[config.mk]
export PLATFORM = sky130hd
export DESIGN_NAME = ptp_rx_event_extract_flat
export DESIGN_NICKNAME = d
export VERILOG_FILES = /design/src/rtl/ptp_pkg.sv /design/src/rtl/ptp_rx_event_extract_if.sv /design/src/rtl/ptp_hdr_capture.sv /design/src/rtl/ptp_rx_event_extract.sv /design/src/flat_wrapper.sv
export SDC_FILE = /design/constraint.sdc
export NUM_CORES = 1
export LEC_CHECK = 0
export ABC_AREA = 0
export BUFFER_PORTS_ARGS = -buffer_cell sky130_fd_sc_hd__buf_2
export CORE_MARGIN = 2
export CORE_UTILIZATION = 45
export DETAILED_ROUTE_END_ITERATION = 16
export GPL_ROUTABILITY_DRIVEN = 0
export GPL_TIMING_DRIVEN = 0
export PLACE_DENSITY_LB_ADDON = 0.2
export SYNTH_ARGS = -nofsm -noshare
export SYNTH_HDL_FRONTEND = slang
export SYNTH_SLANG_ARGS = --single-unit
[constraint.sdc]
create_clock -name clk -period 5.4 [get_ports clk]
set_clock_uncertainty 0.2 [all_clocks]
set_input_delay 0.27 -clock clk [delete_from_list [all_inputs] [get_ports clk]]
set_output_delay 0.27 -clock clk [all_outputs]
set_load 0.005 [all_outputs]
[src/rtl/ptp_pkg.sv]
// Shared constants and types for the PTP receive event extractor.
// Byte offsets count from the first byte of the Ethernet destination address.
package ptp_pkg;

  localparam logic [15:0] PTP_ETHERTYPE_DEFAULT = 16'h88F7;

  localparam logic [3:0] MSG_SYNC        = 4'd0;
  localparam logic [3:0] MSG_DELAY_REQ   = 4'd1;
  localparam logic [3:0] MSG_PDELAY_REQ  = 4'd2;
  localparam logic [3:0] MSG_PDELAY_RESP = 4'd3;
  localparam logic [3:0] MSG_FOLLOW_UP   = 4'd8;

  localparam logic [5:0] ETYPE_OFS   = 6'd12;
  localparam logic [5:0] PTP_HDR_OFS = 6'd14;
  localparam logic [5:0] SEQ_OFS     = 6'd44;

  typedef enum logic [1:0] {
    ST_PARSE   = 2'd0,
    ST_WAIT_TS = 2'd1,
    ST_OUTPUT  = 2'd2
  } state_t;

endpackage

[src/rtl/ptp_rx_event_extract_if.sv]
// Frame, timestamp and record handshake bundle of the PTP receive event extractor.
// The slave modport is the extractor; the master modport is its surroundings.
interface ptp_rx_event_extract_if #(
  parameter int PTP_TS_WIDTH = 96
) ();

  logic [7:0]              s_axis_tdata;
  logic                    s_axis_tvalid;
  logic                    s_axis_tready;
  logic                    s_axis_tlast;
  logic                    s_axis_tuser;
  logic [PTP_TS_WIDTH-1:0] s_axis_ts_96;
  logic                    s_axis_ts_valid;
  logic                    s_axis_ts_ready;
  logic [3:0]              m_ptp_msg_type;
  logic [15:0]             m_ptp_seq_id;
  logic [PTP_TS_WIDTH-1:0] m_ptp_ts_96;
  logic                    m_ptp_valid;
  logic                    m_ptp_ready;

  modport master (
    output s_axis_tdata, s_axis_tvalid, s_axis_tlast, s_axis_tuser,
    output s_axis_ts_96, s_axis_ts_valid, m_ptp_ready,
    input  s_axis_tready, s_axis_ts_ready,
    input  m_ptp_msg_type, m_ptp_seq_id, m_ptp_ts_96, m_ptp_valid
  );

  modport slave (
    input  s_axis_tdata, s_axis_tvalid, s_axis_tlast, s_axis_tuser,
    input  s_axis_ts_96, s_axis_ts_valid, m_ptp_ready,
    output s_axis_tready, s_axis_ts_ready,
    output m_ptp_msg_type, m_ptp_seq_id, m_ptp_ts_96, m_ptp_valid
  );

endinterface

[src/rtl/ptp_hdr_capture.sv]
// Counts accepted frame bytes, captures EtherType/messageType/sequenceId and
// latches whether the frame just ended qualifies as a recordable PTP event.
module ptp_hdr_capture
  import ptp_pkg::*;
#(
  parameter logic [15:0] PTP_ETHERTYPE = PTP_ETHERTYPE_DEFAULT,
  parameter logic [15:0] EVENT_MASK    = 16'h000F
) (
  input  logic        clk,
  input  logic        rst,
  input  logic        beat,
  input  logic [7:0]  data,
  input  logic        last,
  input  logic        user,
  output logic [3:0]  msg_type,
  output logic [15:0] seq_id,
  output logic        qualify
);

  logic [5:0]  cnt_reg;
  logic [15:0] etype_reg;
  logic [3:0]  type_reg;
  logic [15:0] seq_reg;
  logic        seq_seen_reg;
  logic        qualify_reg;
  logic        long_enough;
  logic        qualify_next;

  // The tlast beat itself may be the sequenceId low byte, so look at the counter too.
  always_comb begin
    long_enough  = seq_seen_reg || (cnt_reg == SEQ_OFS + 6'd1);
    qualify_next = (etype_reg == PTP_ETHERTYPE) && long_enough && !user
                   && EVENT_MASK[type_reg];
  end

  always_ff @(posedge clk or posedge rst) begin
    if (rst) begin
      cnt_reg      <= '0;
      etype_reg    <= '0;
      type_reg     <= '0;
      seq_reg      <= '0;
      seq_seen_reg <= 1'b0;
      qualify_reg  <= 1'b0;
    end else if (beat) begin
      case (cnt_reg)
        ETYPE_OFS:          etype_reg[15:8] <= data;
        ETYPE_OFS + 6'd1:   etype_reg[7:0]  <= data;
        PTP_HDR_OFS:        type_reg        <= data[3:0];
        SEQ_OFS:            seq_reg[15:8]   <= data;
        SEQ_OFS + 6'd1:     seq_reg[7:0]    <= data;
        default: ;
      endcase
      if (last) begin
        cnt_reg      <= '0;
        seq_seen_reg <= 1'b0;
        qualify_reg  <= qualify_next;
      end else begin
        if (cnt_reg != 6'd63) cnt_reg <= cnt_reg + 6'd1;
        if (cnt_reg == SEQ_OFS + 6'd1) seq_seen_reg <= 1'b1;
      end
    end
  end

  assign msg_type = type_reg;
  assign seq_id   = seq_reg;
  assign qualify  = qualify_reg;

endmodule

[src/rtl/ptp_rx_event_extract.sv]
// Pairs each received frame with its rx timestamp and emits one record per
// qualifying PTP event message; all other timestamps are consumed and dropped.
module ptp_rx_event_extract
  import ptp_pkg::*;
#(
  parameter int          PTP_TS_WIDTH  = 96,
  parameter logic [15:0] PTP_ETHERTYPE = PTP_ETHERTYPE_DEFAULT,
  parameter logic [15:0] EVENT_MASK    = 16'h000F,
  parameter int          STAT_WIDTH    = 16
) (
  input  logic                  clk,
  input  logic                  rst,
  ptp_rx_event_extract_if.slave bus,
  output logic [STAT_WIDTH-1:0] stat_ptp_events,
  output logic [STAT_WIDTH-1:0] stat_dropped
);

  state_t                  state_reg;
  logic [3:0]              type_reg;
  logic [15:0]             seq_reg;
  logic [PTP_TS_WIDTH-1:0] ts_reg;
  logic                    valid_reg;
  logic                    beat;
  logic [3:0]              cap_type;
  logic [15:0]             cap_seq;
  logic                    cap_qualify;

  assign bus.s_axis_tready   = (state_reg == ST_PARSE);
  assign bus.s_axis_ts_ready = (state_reg == ST_WAIT_TS);
  assign beat = bus.s_axis_tvalid && (state_reg == ST_PARSE);

  ptp_hdr_capture #(
    .PTP_ETHERTYPE (PTP_ETHERTYPE),
    .EVENT_MASK    (EVENT_MASK)
  ) u_capture (
    .clk      (clk),
    .rst      (rst),
    .beat     (beat),
    .data     (bus.s_axis_tdata),
    .last     (bus.s_axis_tlast),
    .user     (bus.s_axis_tuser),
    .msg_type (cap_type),
    .seq_id   (cap_seq),
    .qualify  (cap_qualify)
  );

  always_ff @(posedge clk or posedge rst) begin
    if (rst) begin
      state_reg       <= ST_PARSE;
      type_reg        <= '0;
      seq_reg         <= '0;
      ts_reg          <= '0;
      valid_reg       <= 1'b0;
      stat_ptp_events <= '0;
      stat_dropped    <= '0;
    end else begin
      case (state_reg)
        ST_PARSE: begin
          if (beat && bus.s_axis_tlast) state_reg <= ST_WAIT_TS;
        end
        ST_WAIT_TS: begin
          if (bus.s_axis_ts_valid) begin
            if (cap_qualify) begin
              type_reg  <= cap_type;
              seq_reg   <= cap_seq;
              ts_reg    <= bus.s_axis_ts_96;
              valid_reg <= 1'b1;
              state_reg <= ST_OUTPUT;
            end else begin
              stat_dropped <= stat_dropped + 1'b1;
              state_reg    <= ST_PARSE;
            end
          end
        end
        ST_OUTPUT: begin
          if (bus.m_ptp_ready) begin
            valid_reg       <= 1'b0;
            stat_ptp_events <= stat_ptp_events + 1'b1;
            state_reg       <= ST_PARSE;
          end
        end
        default: state_reg <= ST_PARSE;
      endcase
    end
  end

  assign bus.m_ptp_msg_type = type_reg;
  assign bus.m_ptp_seq_id   = seq_reg;
  assign bus.m_ptp_ts_96    = ts_reg;
  assign bus.m_ptp_valid    = valid_reg;

endmodule

[src/flat_wrapper.sv]
// flat-port wrapper written by rule: the top's interface ports become plain ports
module ptp_rx_event_extract_flat import ptp_pkg::*;
#(
  parameter int          PTP_TS_WIDTH  = 96,
  parameter logic [15:0] PTP_ETHERTYPE = PTP_ETHERTYPE_DEFAULT,
  parameter logic [15:0] EVENT_MASK    = 16'h000F,
  parameter int          STAT_WIDTH    = 16
)
  (clk, rst, stat_ptp_events, stat_dropped, bus_s_axis_tdata, bus_s_axis_tvalid, bus_s_axis_tlast, bus_s_axis_tuser, bus_s_axis_ts_96, bus_s_axis_ts_valid, bus_m_ptp_ready, bus_s_axis_tready, bus_s_axis_ts_ready, bus_m_ptp_msg_type, bus_m_ptp_seq_id, bus_m_ptp_ts_96, bus_m_ptp_valid);
  ptp_rx_event_extract_if #(.PTP_TS_WIDTH(PTP_TS_WIDTH)) bus_i ();
  input  logic clk;
  input  logic rst;
  output logic [STAT_WIDTH-1:0] stat_ptp_events;
  output logic [STAT_WIDTH-1:0] stat_dropped;
  input wire logic [$bits(bus_i.s_axis_tdata)-1:0] bus_s_axis_tdata;
  input wire logic [$bits(bus_i.s_axis_tvalid)-1:0] bus_s_axis_tvalid;
  input wire logic [$bits(bus_i.s_axis_tlast)-1:0] bus_s_axis_tlast;
  input wire logic [$bits(bus_i.s_axis_tuser)-1:0] bus_s_axis_tuser;
  input wire logic [$bits(bus_i.s_axis_ts_96)-1:0] bus_s_axis_ts_96;
  input wire logic [$bits(bus_i.s_axis_ts_valid)-1:0] bus_s_axis_ts_valid;
  input wire logic [$bits(bus_i.m_ptp_ready)-1:0] bus_m_ptp_ready;
  output wire logic [$bits(bus_i.s_axis_tready)-1:0] bus_s_axis_tready;
  output wire logic [$bits(bus_i.s_axis_ts_ready)-1:0] bus_s_axis_ts_ready;
  output wire logic [$bits(bus_i.m_ptp_msg_type)-1:0] bus_m_ptp_msg_type;
  output wire logic [$bits(bus_i.m_ptp_seq_id)-1:0] bus_m_ptp_seq_id;
  output wire logic [$bits(bus_i.m_ptp_ts_96)-1:0] bus_m_ptp_ts_96;
  output wire logic [$bits(bus_i.m_ptp_valid)-1:0] bus_m_ptp_valid;
  assign bus_i.s_axis_tdata = bus_s_axis_tdata;
  assign bus_i.s_axis_tvalid = bus_s_axis_tvalid;
  assign bus_i.s_axis_tlast = bus_s_axis_tlast;
  assign bus_i.s_axis_tuser = bus_s_axis_tuser;
  assign bus_i.s_axis_ts_96 = bus_s_axis_ts_96;
  assign bus_i.s_axis_ts_valid = bus_s_axis_ts_valid;
  assign bus_i.m_ptp_ready = bus_m_ptp_ready;
  assign bus_s_axis_tready = bus_i.s_axis_tready;
  assign bus_s_axis_ts_ready = bus_i.s_axis_ts_ready;
  assign bus_m_ptp_msg_type = bus_i.m_ptp_msg_type;
  assign bus_m_ptp_seq_id = bus_i.m_ptp_seq_id;
  assign bus_m_ptp_ts_96 = bus_i.m_ptp_ts_96;
  assign bus_m_ptp_valid = bus_i.m_ptp_valid;
  ptp_rx_event_extract #(.PTP_TS_WIDTH(PTP_TS_WIDTH), .PTP_ETHERTYPE(PTP_ETHERTYPE), .EVENT_MASK(EVENT_MASK), .STAT_WIDTH(STAT_WIDTH)) u_core (.clk(clk), .rst(rst), .bus(bus_i), .stat_ptp_events(stat_ptp_events), .stat_dropped(stat_dropped));
endmodule
; ---- After elaboration in Yosys (flattened, before gate mapping)
; Memory sizes are Yosys's and may differ from the RTL's.
; Index checks and enable logic that the tools add are counted.
[word_totals]
elab_cells = 72
memories = 1
regBits = 195
romBits = 16
output_inout_bits = 151
inputBits = 111
[memory_table]
columns = memory, words, word_bits, read_ports, rd_clocked_by_memory_dff, wr, line_no
row1 = (no name shown), 16, 1, 1, 0, 0, ptp_hdr_capture.sv:33  ; && EVENT_MASK[type_reg];
[op_classes]
mux = 14
bitwise = 1
n_reduce_logical = 24
addsub = 3
n_lt_le_gt_ge = 1
eq_ne = 13
[ops]
columns = operator, n
row1 = "16-bit by 1-bit adder with 16-bit output, second input constant", 2
row2 = "6-bit by 4-bit equality test with 1-bit output, second input constant", 3
row3 = 2-bit AND reduction, 9
row4 = "16-bit equality test, second input constant", 1
row5 = "6-bit equality test, second input constant", 2
row6 = 6-bit 2-to-1 mux, 2
row7 = 3-bit AND reduction, 3
row8 = 2-bit 2-to-1 mux, 4
row9 = "6-bit by 1-bit adder with 6-bit output, second input constant", 1
row10 = 1-bit 2-to-1 mux, 6
row11 = "6-bit != test, second input constant", 1
row12 = 2-bit case mux with 3 select lines, 1
row13 = 2-bit nonzero test, 3
row14 = 1-bit logical AND, 5
row15 = "4-bit by 5-bit < comparator with 1-bit output, second input constant", 1
row16 = "2-bit by 1-bit != test with 1-bit output, second input constant", 2
row17 = "2-bit != test, second input constant", 2
row18 = 4-bit AND reduction, 1
row19 = "2-bit by 1-bit equality test with 1-bit output, second input constant", 1
row20 = "2-bit equality test, second input constant", 1
row21 = 2-bit zero test, 1
row22 = 1-bit case mux with 2 select lines, 1
row23 = 1-bit zero test, 1
row24 = 1-bit logical OR, 1
row25 = 1-bit NOT, 1

; ---- Logic depth before layout (Yosys ltp)
[logic_depth]
depth_word = 5
mapped_depth = 7
ltp_nobuf = 5

; ---- Hierarchy
; A second synthesis with hierarchy kept.
[unflattened]
hier_cells = 517
area_unflattened_um2 = 7822.5
[by_module_without_submodules]
columns = module, cells_each, seq_area_each_um2, area_per_inst_um2, n_inst
row1 = ptp_rx_event_extract, 379, 3778.6, 5910.7, 1
row2 = ptp_hdr_capture, 138, 1101.1, 1911.8, 1

; ---- Least setup slack after synthesis
; Ideal clock, no wire load.
[synth_timing]
path_type = register to register
start = reg u_core.state_reg[0]
end = reg u_core.u_capture.seq_reg[10], in the netlist u_core.u_capture.seq_id[10]
n_path_buf = 0
t_required_ns = 5.075
t_arrival_ns = 1.647
setup_ns = 0.125
setup_slack_ns = 3.429
period_less_slack_ns = 1.971
path_stages_with_launch = 5
cell_sequence = dfrtp_1 > nor3b_4 > nand3_1 > nor2_2 > mux2_2
[synth_between]
elab_chain_len = 3
[synth_lines]
columns = item, line_no
row1 = start: declaration, ptp_rx_event_extract.sv:18  ; state_t state_reg;
row2 = start signal: assignment, ptp_rx_event_extract.sv:49  ; state_reg <= ST_PARSE;
row3 = start signal: assignment, ptp_rx_event_extract.sv:59  ; if (beat && bus.s_axis_tlast) state_reg <= ST_WAIT_TS;
row4 = start signal: assignment, ptp_rx_event_extract.sv:68  ; state_reg <= ST_OUTPUT;
row5 = 2-bit zero test, ptp_rx_event_extract.sv:30  ; assign beat = bus.s_axis_tvalid && (state_reg == ST_PARSE);
row6 = 1-bit logical AND, ptp_rx_event_extract.sv:30
row7 = 2-bit AND reduction (no source line), -
row8 = end signal: assignment, ptp_hdr_capture.sv:49  ; SEQ_OFS: seq_reg[15:8] <= data;
row9 = end: declaration, ptp_hdr_capture.sv:23  ; logic [15:0] seq_reg;
; Every way passes these cells.
; A chain may end at the register's enable or synchronous reset.

; ---- Final worst setup path
[layout_timing]
start = reg u_core.state_reg[0]
end = reg u_core.u_capture.seq_reg[9], in the netlist u_core.u_capture.seq_id[9]
; The elaborated chain is that of the path after synthesis.

==> flow_summary.ini <==
[pwr]
max-vdd-ir-drop_uv = 205
power.density_nw_per_um2 = 273
p_leak_nw = 6.09

[worst_setup_path]
reg2reg_setup_slack_ns = 3.06
path_class = reg2reg
reg2reg_from = u_core.state_reg[0]
start_kind = flip-flop
cp_max_fo = 9
required_ns = 5.51
crit_arrival_ns = 2.45
r2r_cells = 4
r2r_end = u_core.u_capture.seq_id[9]
endpoint_kind = flip-flop

[clock_tree]
numCtsBuffers = 17
clk_path_buf_depth = 2
clk_root_buffer_cell = clkbuf_16
clock-sinks = 195
htreeDepth = 4
cts_tree = done
clock_latency_ns = 0.42
clkTransAtPathRegs_ns = 0.06

[drt]
first_pass_iters = 4
wire_per_inst_um = 17.3
drt-total-wl_um = 19700
final_antenna_net_count = 0
drc = 0
via_per_inst = 4.91
drt_iter0_drc = 130
vias = 5598

[min_path]
min_from = bus_s_axis_tuser
holdCritPathClass = in2reg
holdPathEnd = u_core.u_capture.qualify
whs_path_depth = 5

[cells_and_area]
antenna_cells = 0
fillers = 1194
fin_cells = 1140
layout_common_cells = buf_2 (272), dfrtp_1 (195), mux2_2 (153)
drive_above_1_share_pct = 51.4
nets = 1025
largest_register_ffs = 96
final_common_cell = buf_2
finish.instance_area_um2 = 11000
syn_to_final_growth_pct = 42.7

[placed_design]
dp_hpwl_um = 13500
dpl_cell_area_um2 = 9390
portBuffers = 260
dp_cells = 1001

[synth]
syn_avg_cell_area_um2 = 15.0
yosysSeqAreaShare_pct = 63.1
yosys_warnings = 0
async_flop_share_pct = 100
synth_fp_nets = 634
synth_top_area_share_pct = 63.1
netlist_area_um2 = 7730
yosys.area.top_type = dfrtp_1
syn_inst = 517
ys_ff_latch = 195
synth_edf_count = 0
yosys_most_used_dff = dfrtp_1
synth_area_leaders = dfrtp_1 (63%), mux2_2 (22%), xnor2_1 (2.0%)
ys_types = 45

[timing]
hold_viol = 0
slew_headroom_pct = 50.8
rsz0062_at_grt = false
tns_ns = 0
tightest_slew_ns = 0.736
period_share_pct = 43.3
min_period_ns = 2.34
drv_slew = 0
setup_viol = 0
fmax_ghz = 0.428

[status]
status = finished clean

[floorplan]
pin_count = 262
coreArea_um2 = 16700
fp.dieH_um = 135
fp-row-count = 47
die_w_um = 135
start_util_pct = 46.3
fp.dieArea_um2 = 18200

[run]
max_cap_violations = 0

[grt]
grt_pass1_vias = 5959
grt_pass1_wl_um = 30500
grt_start_max_net_pins = 45
grt_overflow = 0
antenna_found_initial = 0
track_usage_pct = 21.5
cells by family after synthesis:
group	after synthesis	synth area share, %
muxes	153	22.3
AOI/OAI and AO/OA	18	1.59
DFF	195	63.1
buffers and inverters	28	1.70
adders and majority gates	6	0.971
and+or+nand+nor	87	6.93
xor gates and xnor gates	30	3.40
timing repair:
item                                   in CTS  in global routing
gates resized for setup                     0                  0
endpoints found under the hold margin     167                  0
hold buffers                              108                  0
buffers inserted                            0                  0
worst max-delay path, cell delays in order, from the launching register on:
cell and delay (ns):
dfrtp_1 0.46, nor3b_4 0.44, nand3_1 0.24, nor2_2 0.48, mux2_2 0.40
report_power, final:
part	internal, W	switching, W
Clock	0.000660	0.000534
Sequential	0.00150	0.0000503
Combinational	0.000149	0.000117
Total	0.00231	0.000701
through the flow:
step                util (%)  hold slack, ns  total power [W]  setup WS (ns)
floorplan                  -           0.178          0.00167           2.41
global placement        55.7           0.255          0.00177           1.44
CTS                     66.0          0.0804          0.00304           3.06
finish                  66.0          0.0941          0.00301           3.06
global route            66.0           0.113          0.00313           2.96
detailed placement      56.2           0.228          0.00178           3.08
synthesized netlist by cell type (4+ instances only):
master and instances:
dfrtp_1 195, xor2_1 12, mux2_2 153, inv_1 12, buf_2 12, nor2_1 9
nor3_1 7, xnor2_1 18, nor4_1 4, ha_1 6, o21ai_0 5, nand3_1 13
nand4_1 8, nand2_1 20
routing by layer:
layer | up-vias | routed length, um | track usage [%] | part of all wire [%]
li1 | 2605 | - | - | -
met1 | 2774 | 7630 | 24.3 | 39
met2 | 184 | 10400 | 39.2 | 53
met3 | 35 | 1150 | 5.59 | 5.8
met4 | 0 | 514 | 7.93 | 2.6
met5 | - | 0 | 0 | 0
cell type report:
cell class	instances	area [um2]	area share (%)
Sequential cell	195	4880	44.2
Clock buffer	20	457	4.14
Buffer	16	86.3	0.783
Clock inverter	11	103	0.930
Inverter	12	48.8	0.442
Timing Repair Buffer	372	2460	22.3
Multi-Input combinational cell	294	2720	24.6
Tap cell	220	275	2.50
how the worst max path moves through the flow:
stage / from / to / slack (ns) / cells past startpoint
finish: u_core.state_reg[0] / u_core.u_capture.seq_id[9] / 3.06 / 4
global route: u_core.state_reg[0] / u_core.u_capture.seq_id[9] / 2.96 / 4
CTS: u_core.state_reg[0] / u_core.u_capture.seq_id[9] / 3.06 / 4
detailed placement: u_core.state_reg[0] / u_core.u_capture.seq_id[9] / 3.08 / 4
global placement: rst / u_core.bus.m_ptp_seq_id[6] / 1.44 / 2
floorplan: rst / u_core.bus.m_ptp_msg_type[0] / 2.41 / 1
Power figures use the tool's default switching activity.
